### config.mk
export PLATFORM = sky130hd
export DESIGN_NAME = video_dram_arb
export DESIGN_NICKNAME = d
export VERILOG_FILES = /design/src/rtl/video_dram_arb.sv
export SDC_FILE = /design/constraint.sdc
export NUM_CORES = 1
export LEC_CHECK = 0
export CORE_UTILIZATION = 45
export DETAILED_ROUTE_END_ITERATION = 10
export GPL_TIMING_DRIVEN = 0
export HOLD_SLACK_MARGIN = 0.15
export PLACE_DENSITY = 0.86
export SYNTH_ARGS = -nofsm -noshare
export SYNTH_HDL_FRONTEND = slang
export SYNTH_SLANG_ARGS = --single-unit
### constraint.sdc
create_clock -name clk -period 3.95 [get_ports clk]
set_input_delay 0.5925 -clock clk [delete_from_list [all_inputs] [get_ports clk]]
set_output_delay 0.5925 -clock clk [all_outputs]
set_load 0.01 [all_outputs]
### src/rtl/video_dram_arb.sv
// Video DRAM slot arbiter: grants 4-clock DRAM slots to the video fetcher at a programmed
// rate, the rest to one CPU/TS requester. Optional starvation guard: VIDEO_DRAM_STARVE_GUARD_EN.
module video_dram_arb #(
  parameter int unsigned AW         = 21,
  parameter int unsigned STARVE_LIM = 16
) (
  input  logic          clk,
  input  logic          rst_n,
  input  logic          c0,
  input  logic          c1,
  input  logic          c2,
  input  logic          c3,
  input  logic          video_go,
  input  logic [AW-1:0] video_addr,
  input  logic [4:0]    video_bw,
  output logic          video_pre_next,
  output logic          video_next,
  output logic          video_strobe,
  output logic [15:0]   video_data,
  input  logic          cpu_req,
  input  logic [AW-1:0] cpu_addr,
  output logic          cpu_next,
  output logic          dram_req,
  output logic [AW-1:0] dram_addr,
  input  logic [15:0]   dram_rdata
);

  localparam logic [1:0] OwnIdle  = 2'd0;
  localparam logic [1:0] OwnVideo = 2'd1;
  localparam logic [1:0] OwnCpu   = 2'd2;

  logic [1:0]    owner_q, owner_d;
  logic [5:0]    wcnt_q, wcnt_d, wcnt_eff, wcnt_last;
  logic          go_q;
  logic [AW-1:0] addr_q, addr_d;
  logic [15:0]   vdata_q;
  logic [3:0]    vid_slots;
  logic          video_elig, video_win, force_cpu;

  // c0 only frames the slot; nothing is launched on it.
  logic unused_c0;
  assign unused_c0 = c0;

  assign vid_slots = {1'b0, video_bw[2:0]} + 4'd1;

  always_comb begin
    wcnt_last = 6'd7;
    unique case (video_bw[4:3])
      2'd0: wcnt_last = 6'd7;
      2'd1: wcnt_last = 6'd15;
      2'd2: wcnt_last = 6'd31;
      2'd3: wcnt_last = 6'd63;
    endcase
  end

  // A rising go restarts the window so the first decision always favours video.
  assign wcnt_eff   = (video_go && !go_q) ? 6'd0 : wcnt_q;
  assign video_elig = video_go && ({2'b00, vid_slots} > wcnt_eff);
  assign video_win  = video_elig && !force_cpu;

`ifdef VIDEO_DRAM_STARVE_GUARD_EN
  localparam logic [4:0] StarveLim = 5'(STARVE_LIM);

  logic [4:0] starve_q, starve_d;

  assign force_cpu = cpu_req && (starve_q == StarveLim);

  always_comb begin
    starve_d = starve_q;
    if (c3) begin
      starve_d = (cpu_req && video_win) ? starve_q + 5'd1 : 5'd0;
    end
  end

  always_ff @(posedge clk or negedge rst_n) begin
    if (!rst_n) begin
      starve_q <= '0;
    end else begin
      starve_q <= starve_d;
    end
  end
`else
  logic unused_starve_lim;
  assign unused_starve_lim = ^STARVE_LIM;
  assign force_cpu         = 1'b0;
`endif

  always_comb begin
    owner_d = owner_q;
    addr_d  = addr_q;
    wcnt_d  = wcnt_q;
    if (c3) begin
      if (video_win) begin
        owner_d = OwnVideo;
      end else if (cpu_req) begin
        owner_d = OwnCpu;
      end else begin
        owner_d = OwnIdle;
      end
      addr_d = video_win ? video_addr : cpu_addr;
      if (!video_go || (wcnt_eff == wcnt_last)) begin
        wcnt_d = '0;
      end else begin
        wcnt_d = wcnt_eff + 6'd1;
      end
    end
  end

  always_ff @(posedge clk or negedge rst_n) begin
    if (!rst_n) begin
      owner_q <= OwnIdle;
      wcnt_q  <= '0;
      go_q    <= 1'b0;
      addr_q  <= '0;
      vdata_q <= '0;
    end else begin
      owner_q <= owner_d;
      wcnt_q  <= wcnt_d;
      addr_q  <= addr_d;
      if (c3) begin
        go_q <= video_go;
      end
      if (c2 && (owner_q == OwnVideo)) begin
        vdata_q <= dram_rdata;
      end
    end
  end

  assign dram_req       = (owner_q != OwnIdle);
  assign dram_addr      = addr_q;
  assign video_pre_next = c1 && (owner_q == OwnVideo);
  assign video_next     = c2 && (owner_q == OwnVideo);
  assign video_strobe   = c3 && (owner_q == OwnVideo);
  assign cpu_next       = c2 && (owner_q == OwnCpu);
  assign video_data     = vdata_q;

endmodule

==> metrics.cfg, run 1 <==
[critical_path]
crit_path_end_kind = output pin
arrival_ns = 2.53
slowest_delay_ns = 0.53
crit_path_cell_trace = clkbuf_1 > buf_1 > clkbuf_1 > and2_1 > clkdlybuf4s50_1
cpLargestDelayFamily = buffers and inverters
crit_path_start_kind = input port
cp.buffers_inverters = 4
cp_slowest_cell = clkdlybuf4s50_1
required_ns = 3.36
crit_path_frequent_cell = clkbuf_1
path_class = input port to output pin
path_max_fanout = 10

[routing]
antenna_left = 0
first_iter_violations = 67
via_count = 2301
drt-wirelength-per-cell_um = 15.9
drc = 0
viasPerCell = 5.43
drt-pass1-iter-count = 4
drt_wl_total_um = 6730

[clock_network]
numCtsBuffers = 5
cts.sinks = 46
ctsResizeCount = 0
clockBufferDepth = 2
postCtsSetupRepairBufs = 0
path_clk_slew_ns = 0.09
cts_root_buf = clkbuf_8
cts-htree-levels = 2
postCtsHoldBufs = 0
cts_tree = built
worstSkewPairLatency_ns = 0.31

[synth]
synth_top_area_share_pct = 46.5
avgSynthCellArea_um2 = 10.5
synth_warnings = 0
synthArstFlopShare_pct = 100
netlist_area_mm2 = 0.00248
ys_types = 47
synth_seq_cells = 46
syn_nets = 309
netlist_instances = 235
synthTopCellsByCount = dfrtp_1, a21oi_1, nor2b_1
synth_seq_area_share_pct = 46.5
synth.most_common_cell = dfrtp_1
synth-edff-count = 0
synth_area_leaders = dfrtp_1, a21oi_1, mux2i_1
synth_top_flop_cell = dfrtp_1
synth_top_cell_by_area = dfrtp_1

[sta]
fin_ws_ns = 0.824
skew_ns = 0.00798
fmax_mhz = 320
worst_slew_pin_slew_ns = 0.530
finalCritPeriodShare_pct = 79.1
hold_violations = 0
slew_viol_final = 0
finalCriticalPeriod_ns = 3.13
fin_tns_setup_ns = 0
grt_setup_unrepaired = false
max_slew_margin_pct = 64.7
finalSetupViolations = 0

[run]
drv_cap = 0

[power]
switching_share_pct = 29.7
pwr-share-clk_pct = 18.7
peakVddDrop_v = 0.000241
p_seq_share_pct = 40.1
power.internal_w = 0.00115
p_switching_w = 0.000487
p_leak_nw = 1.57
p_comb_share_pct = 41.1
p_per_area_mw_per_mm2 = 434

[grt]
grt_pass1_wl_um = 11600
grt_overflow_total = 0
antenna_found_initial = 0
grt_pass1_vias = 2395
grt_max_degree = 35
grt_usage_pct = 25.0

[run_status]
status = finished, final reports clean

[place]
portBuffers = 110
gp_congestion = 0.818
placed_cell_area_mm2 = 0.00368
hpwl_um = 5000
dpl_worst_slack_ns = 0.798
placed_cells = 416

[final_layout]
finalNonFillerCells = 424
nNetsFinal = 427
n_antenna_cell = 0
drive_gt1_share_pct = 10.7
area_delta_synth_final_pct = 52.5
finalInstanceArea_mm2 = 0.00377

[floorplanning]
die_x_um = 76.2
initial_utilization_pct = 47.6
die_h_um = 76.2
coreArea_mm2 = 0.00520
io_pins = 113
rows = 26
design.die.area_mm2 = 0.00580

[worst_hold_path]
worst_hold_path_type = input port to asynchronous set/reset pin

==> through the flow <==
stage | hold WS [ns] | total power (W) | utilization (%)
after CTS | 0.163 | 0.00165 | 72.5
after detailed placement | 0.491 | 0.00134 | 70.7
after global placement | 0.487 | 0.00132 | 70.4
after floorplan | 0.297 | 0.000954 | -
after global routing | 0.174 | 0.00173 | 72.5
final | 0.158 | 0.00164 | 72.5
==> power groups by stage <==
stage / logic (W) / registers, W / clock network, W
floorplan: 0.000236 / 0.000717 / 0
global placement: 0.000657 / 0.000659 / 0
detailed placement: 0.000677 / 0.000664 / 0
CTS: 0.000681 / 0.000657 / 0.000313
global route: 0.000725 / 0.000674 / 0.000332
finish: 0.000674 / 0.000658 / 0.000307
==> sequential cells by signal (all words and copies together), names as in the netlist <==
name,flops
dram_addr,21
go_q,1
owner_q,2
video_data,16
wcnt_q,6
==> cell families after synthesis <==
group | share of synthesized area [%]
adder cells (fa/ha/maj) | 1.52
AND/OR/NAND/NOR | 13.1
multiplexers | 16.2
XOR/XNOR | 0.708
flip-flops | 46.5
buffers and inverters | 5.10
AO/OA/AOI/OAI | 16.8
==> cell type report <==
cell class	instances	area [um2]
tap	70	87.6
inverter	9	33.8
timing repair buffer	111	1120
multi-input combinational	167	1200
clock buffer	6	82.6
sequential	46	1150
buffer	13	92.6
clock inverter	2	12.5
fill	421	1430
==> path summary, 6_finish.rpt <==
kind                                           start                    endpoint  slack [ns]  cells after the start
hold reg to reg            video_data[9]$_DFFE_PN0P_   video_data[9]$_DFFE_PN0P_        0.51                      1
hold / removal                                 rst_n  video_data[12]$_DFFE_PN0P_        0.16                      1
setup / recovery                                  c3                video_strobe        0.82                      5
min in group clk           video_data[9]$_DFFE_PN0P_   video_data[9]$_DFFE_PN0P_        0.51                      1
max in group asynchronous                      rst_n   dram_addr[16]$_DFFE_PN0P_        3.31                      2
setup reg to reg                    go_q$_DFFE_PN0P_   dram_addr[12]$_DFFE_PN0P_        1.79                      9
==> layout by cell type (no fill, tap or decap), types with 3 or more instances in the layout <==
cell and count:
clkdlybuf4s50_1 109, nor2b_1 22, nor2_1 4, dfrtp_1 46
o21ai_0 7, buf_12 3, inv_1 9, mux2_2 17
ha_1 3, nand3_1 5, a21oi_1 44, mux2i_1 21
clkbuf_8 6, clkbuf_1 8, nand2_1 8
==> routing by layer <==
layer  track usage, %  part of all wire, %  vias up
met5                0                    0        -
li1                 -                    -     1082
met3             6.83                  7.9       15
met1             30.8                   42     1103
met2             42.0                   48      101
met4             8.85                  1.7        0
(Power assumes the default switching activity.)
==> inputs of run 2 (changes only) <==
--- a/config.mk
+++ b/config.mk
@@ -5,11 +5,11 @@
 export SDC_FILE = /design/constraint.sdc
 export NUM_CORES = 1
 export LEC_CHECK = 0
-export CORE_UTILIZATION = 45
+export CORE_UTILIZATION = 42
 export DETAILED_ROUTE_END_ITERATION = 10
 export GPL_TIMING_DRIVEN = 0
 export HOLD_SLACK_MARGIN = 0.15
-export PLACE_DENSITY = 0.86
+export PLACE_DENSITY = 0.81
 export SYNTH_ARGS = -nofsm -noshare
 export SYNTH_HDL_FRONTEND = slang
 export SYNTH_SLANG_ARGS = --single-unit
==> constraint.sdc (replaced) <==
create_clock -name clk -period 2.9 [get_ports clk]
set_input_delay 0.435 -clock clk [delete_from_list [all_inputs] [get_ports clk]]
set_output_delay 0.435 -clock clk [all_outputs]
set_load 0.01 [all_outputs]
==> run 2 against run 1 <==
First-iteration DRC count decreased by 10%. Sequential cell count unchanged. Clock power grew 53%. Cell count up 0.71%. Largest cell class unchanged. Largest power group unchanged.
==> metrics.cfg, run 2 (synthesized netlist as in run 1, its figures left out) <==
[routing]
antenna_left = 0
first_iter_violations = 60
viasPerCell = 5.27
drt_wl_total_um = 6270
drt-pass1-iter-count = 5
drt-wirelength-per-cell_um = 14.7
via_count = 2252
drc = 0

[sta]
finalCritPeriodShare_pct = 92.7
finalSetupViolations = 0
fin_tns_setup_ns = 0
skew_ns = 0.00429
grt_setup_unrepaired = false
finalCriticalPeriod_ns = 2.69
hold_violations = 0
fin_ws_ns = 0.211
fmax_mhz = 372
slew_viol_final = 0
max_slew_margin_pct = 64.2
worst_slew_pin_slew_ns = 0.537

[worst_hold_path]
hold_path_depth = 1
hold_end = video_data[14]$_DFFE_PN0P_
worst_hold_path_type = register to register
hold_path_startpoint = video_data[14]$_DFFE_PN0P_

[run_status]
status = finished, final reports clean

[floorplanning]
design.die.area_mm2 = 0.00621
coreArea_mm2 = 0.00561
initial_utilization_pct = 44.2
io_pins = 113
rows = 27
die_x_um = 78.8
die_h_um = 78.8

[critical_path]
arrival_ns = 2.25
regToRegStartpoint = go_q$_DFFE_PN0P_
cp.buffers_inverters = 4
path_max_fanout = 10
cpLargestDelayFamily = buffers and inverters
worstReg2RegEnd = dram_addr[0]$_DFFE_PN0P_
crit_path_start_kind = input port
r2r_slack_ns = 0.73
crit_path_end_kind = output pin
crit_path_frequent_cell = clkbuf_1
path_class = input port to output pin
cp_slowest_cell = clkdlybuf4s50_1
slowest_delay_ns = 0.53
crit_path_cell_trace = clkbuf_1 > clkbuf_2 > clkbuf_1 > and2_1 > clkdlybuf4s50_1
worstRegToRegCells = 9
required_ns = 2.47

[clock_network]
path_clk_slew_ns = 0.09
worstSkewPairLatency_ns = 0.29
cts.sinks = 46
clockBufferDepth = 2
cts_root_buf = clkbuf_8
cts-htree-levels = 2
numCtsBuffers = 5
cts_tree = built

[final_layout]
drive_gt1_share_pct = 10.7
largest_register_ffs = 21
multi_input_area_mm2 = 0.00120
n_fill_cell = 470
n_antenna_cell = 0
register_area_mm2 = 0.00115
final_util_pct = 67.8
area_delta_synth_final_pct = 53.6
final_cell_mix = clkdlybuf4s50_1, dfrtp_1, a21oi_1, nor2b_1, mux2i_1
nNetsFinal = 428
finalNonFillerCells = 427
final_common_cell = clkdlybuf4s50_1

[place]
portBuffers = 110
gp_congestion = 0.838
hpwl_um = 4810
placed_cells = 418
dpl_worst_slack_ns = 0.0246

[grt]
grt_usage_pct = 20.5
grt_max_degree = 26
grt_pass1_vias = 2200
grt_pass1_wl_um = 10100
grt_overflow_total = 0
antenna_found_initial = 0

[power]
p_leak_nw = 1.58
peakVddDrop_v = 0.000354
total_power_w = 0.00227
p_per_area_mw_per_mm2 = 597

[run]
drv_cap = 0

## run 2: changes by cell type in the layout (fill, tap and decap cells not counted), sizes merged
cell	before	now
clkinv	1	0
buf	7	6
bufinv	0	1
dlygate4sd3	0	1
clkbuf	14	15
## run 2: cell type report
class                           instances  share of cell area [%]
Clock buffer                            6                    1.91
Multi-Input combinational cell        167                    31.5
Sequential cell                        46                    30.3
Clock inverter                          2                   0.987
Inverter                                9                   0.888
Timing Repair Buffer                  112                    29.6
Tap cell                               72                    2.37
Buffer                                 13                    2.47
## run 2: worst max-delay path by stage
| stage | start | end | slack (ns) | cells past startpoint |
|---|---|---|---|---|
| after detailed placement | c3 | video_strobe | 0.02 | 5 |
| after CTS | c3 | video_strobe | 0.02 | 5 |
| after global placement | c3 | video_strobe | 0.03 | 5 |
| after floorplan | video_bw[0] | dram_addr[20]$_DFFE_PN0P_ | 0.91 | 9 |
| after global routing | c3 | video_strobe | 0.09 | 5 |
| final | c3 | video_strobe | 0.21 | 5 |
## run 2: timing repair
item | in CTS | in global routing
setup endpoints to repair | 0 | 1
gates resized for setup | 0 | 1
hold buffers | 1 | 0
setup buffers | 0 | 0
endpoints found under the hold margin | 21 | 0
## run 2: metrics by stage
| step | hold slack (ns) | cell area (um2) |
|---|---|---|
| 3_5_place_dp | 0.441 | 3680 |
| 3_3_place_gp | 0.486 | 3670 |
| 5_1_grt | 0.528 | 3800 |
| 2_1_floorplan | 0.139 | 2480 |
| 4_1_cts | 0.512 | 3800 |
| 6_report | 0.507 | 3800 |
## run 2: where the power goes
group          switching, W  leakage [nW]  internal, W  total, W
Sequential        0.0000864         0.565     0.000809  0.000895
Combinational      0.000335         0.966     0.000569  0.000904
Clock              0.000214        0.0514     0.000257  0.000471
## run 2: layer usage
metal / share of wire [%] / global-route usage (%)
met5: 0 / 0
met4: 0.37 / 3.89
met3: 6.4 / 4.25
met2: 51 / 37.3
met1: 43 / 25.0
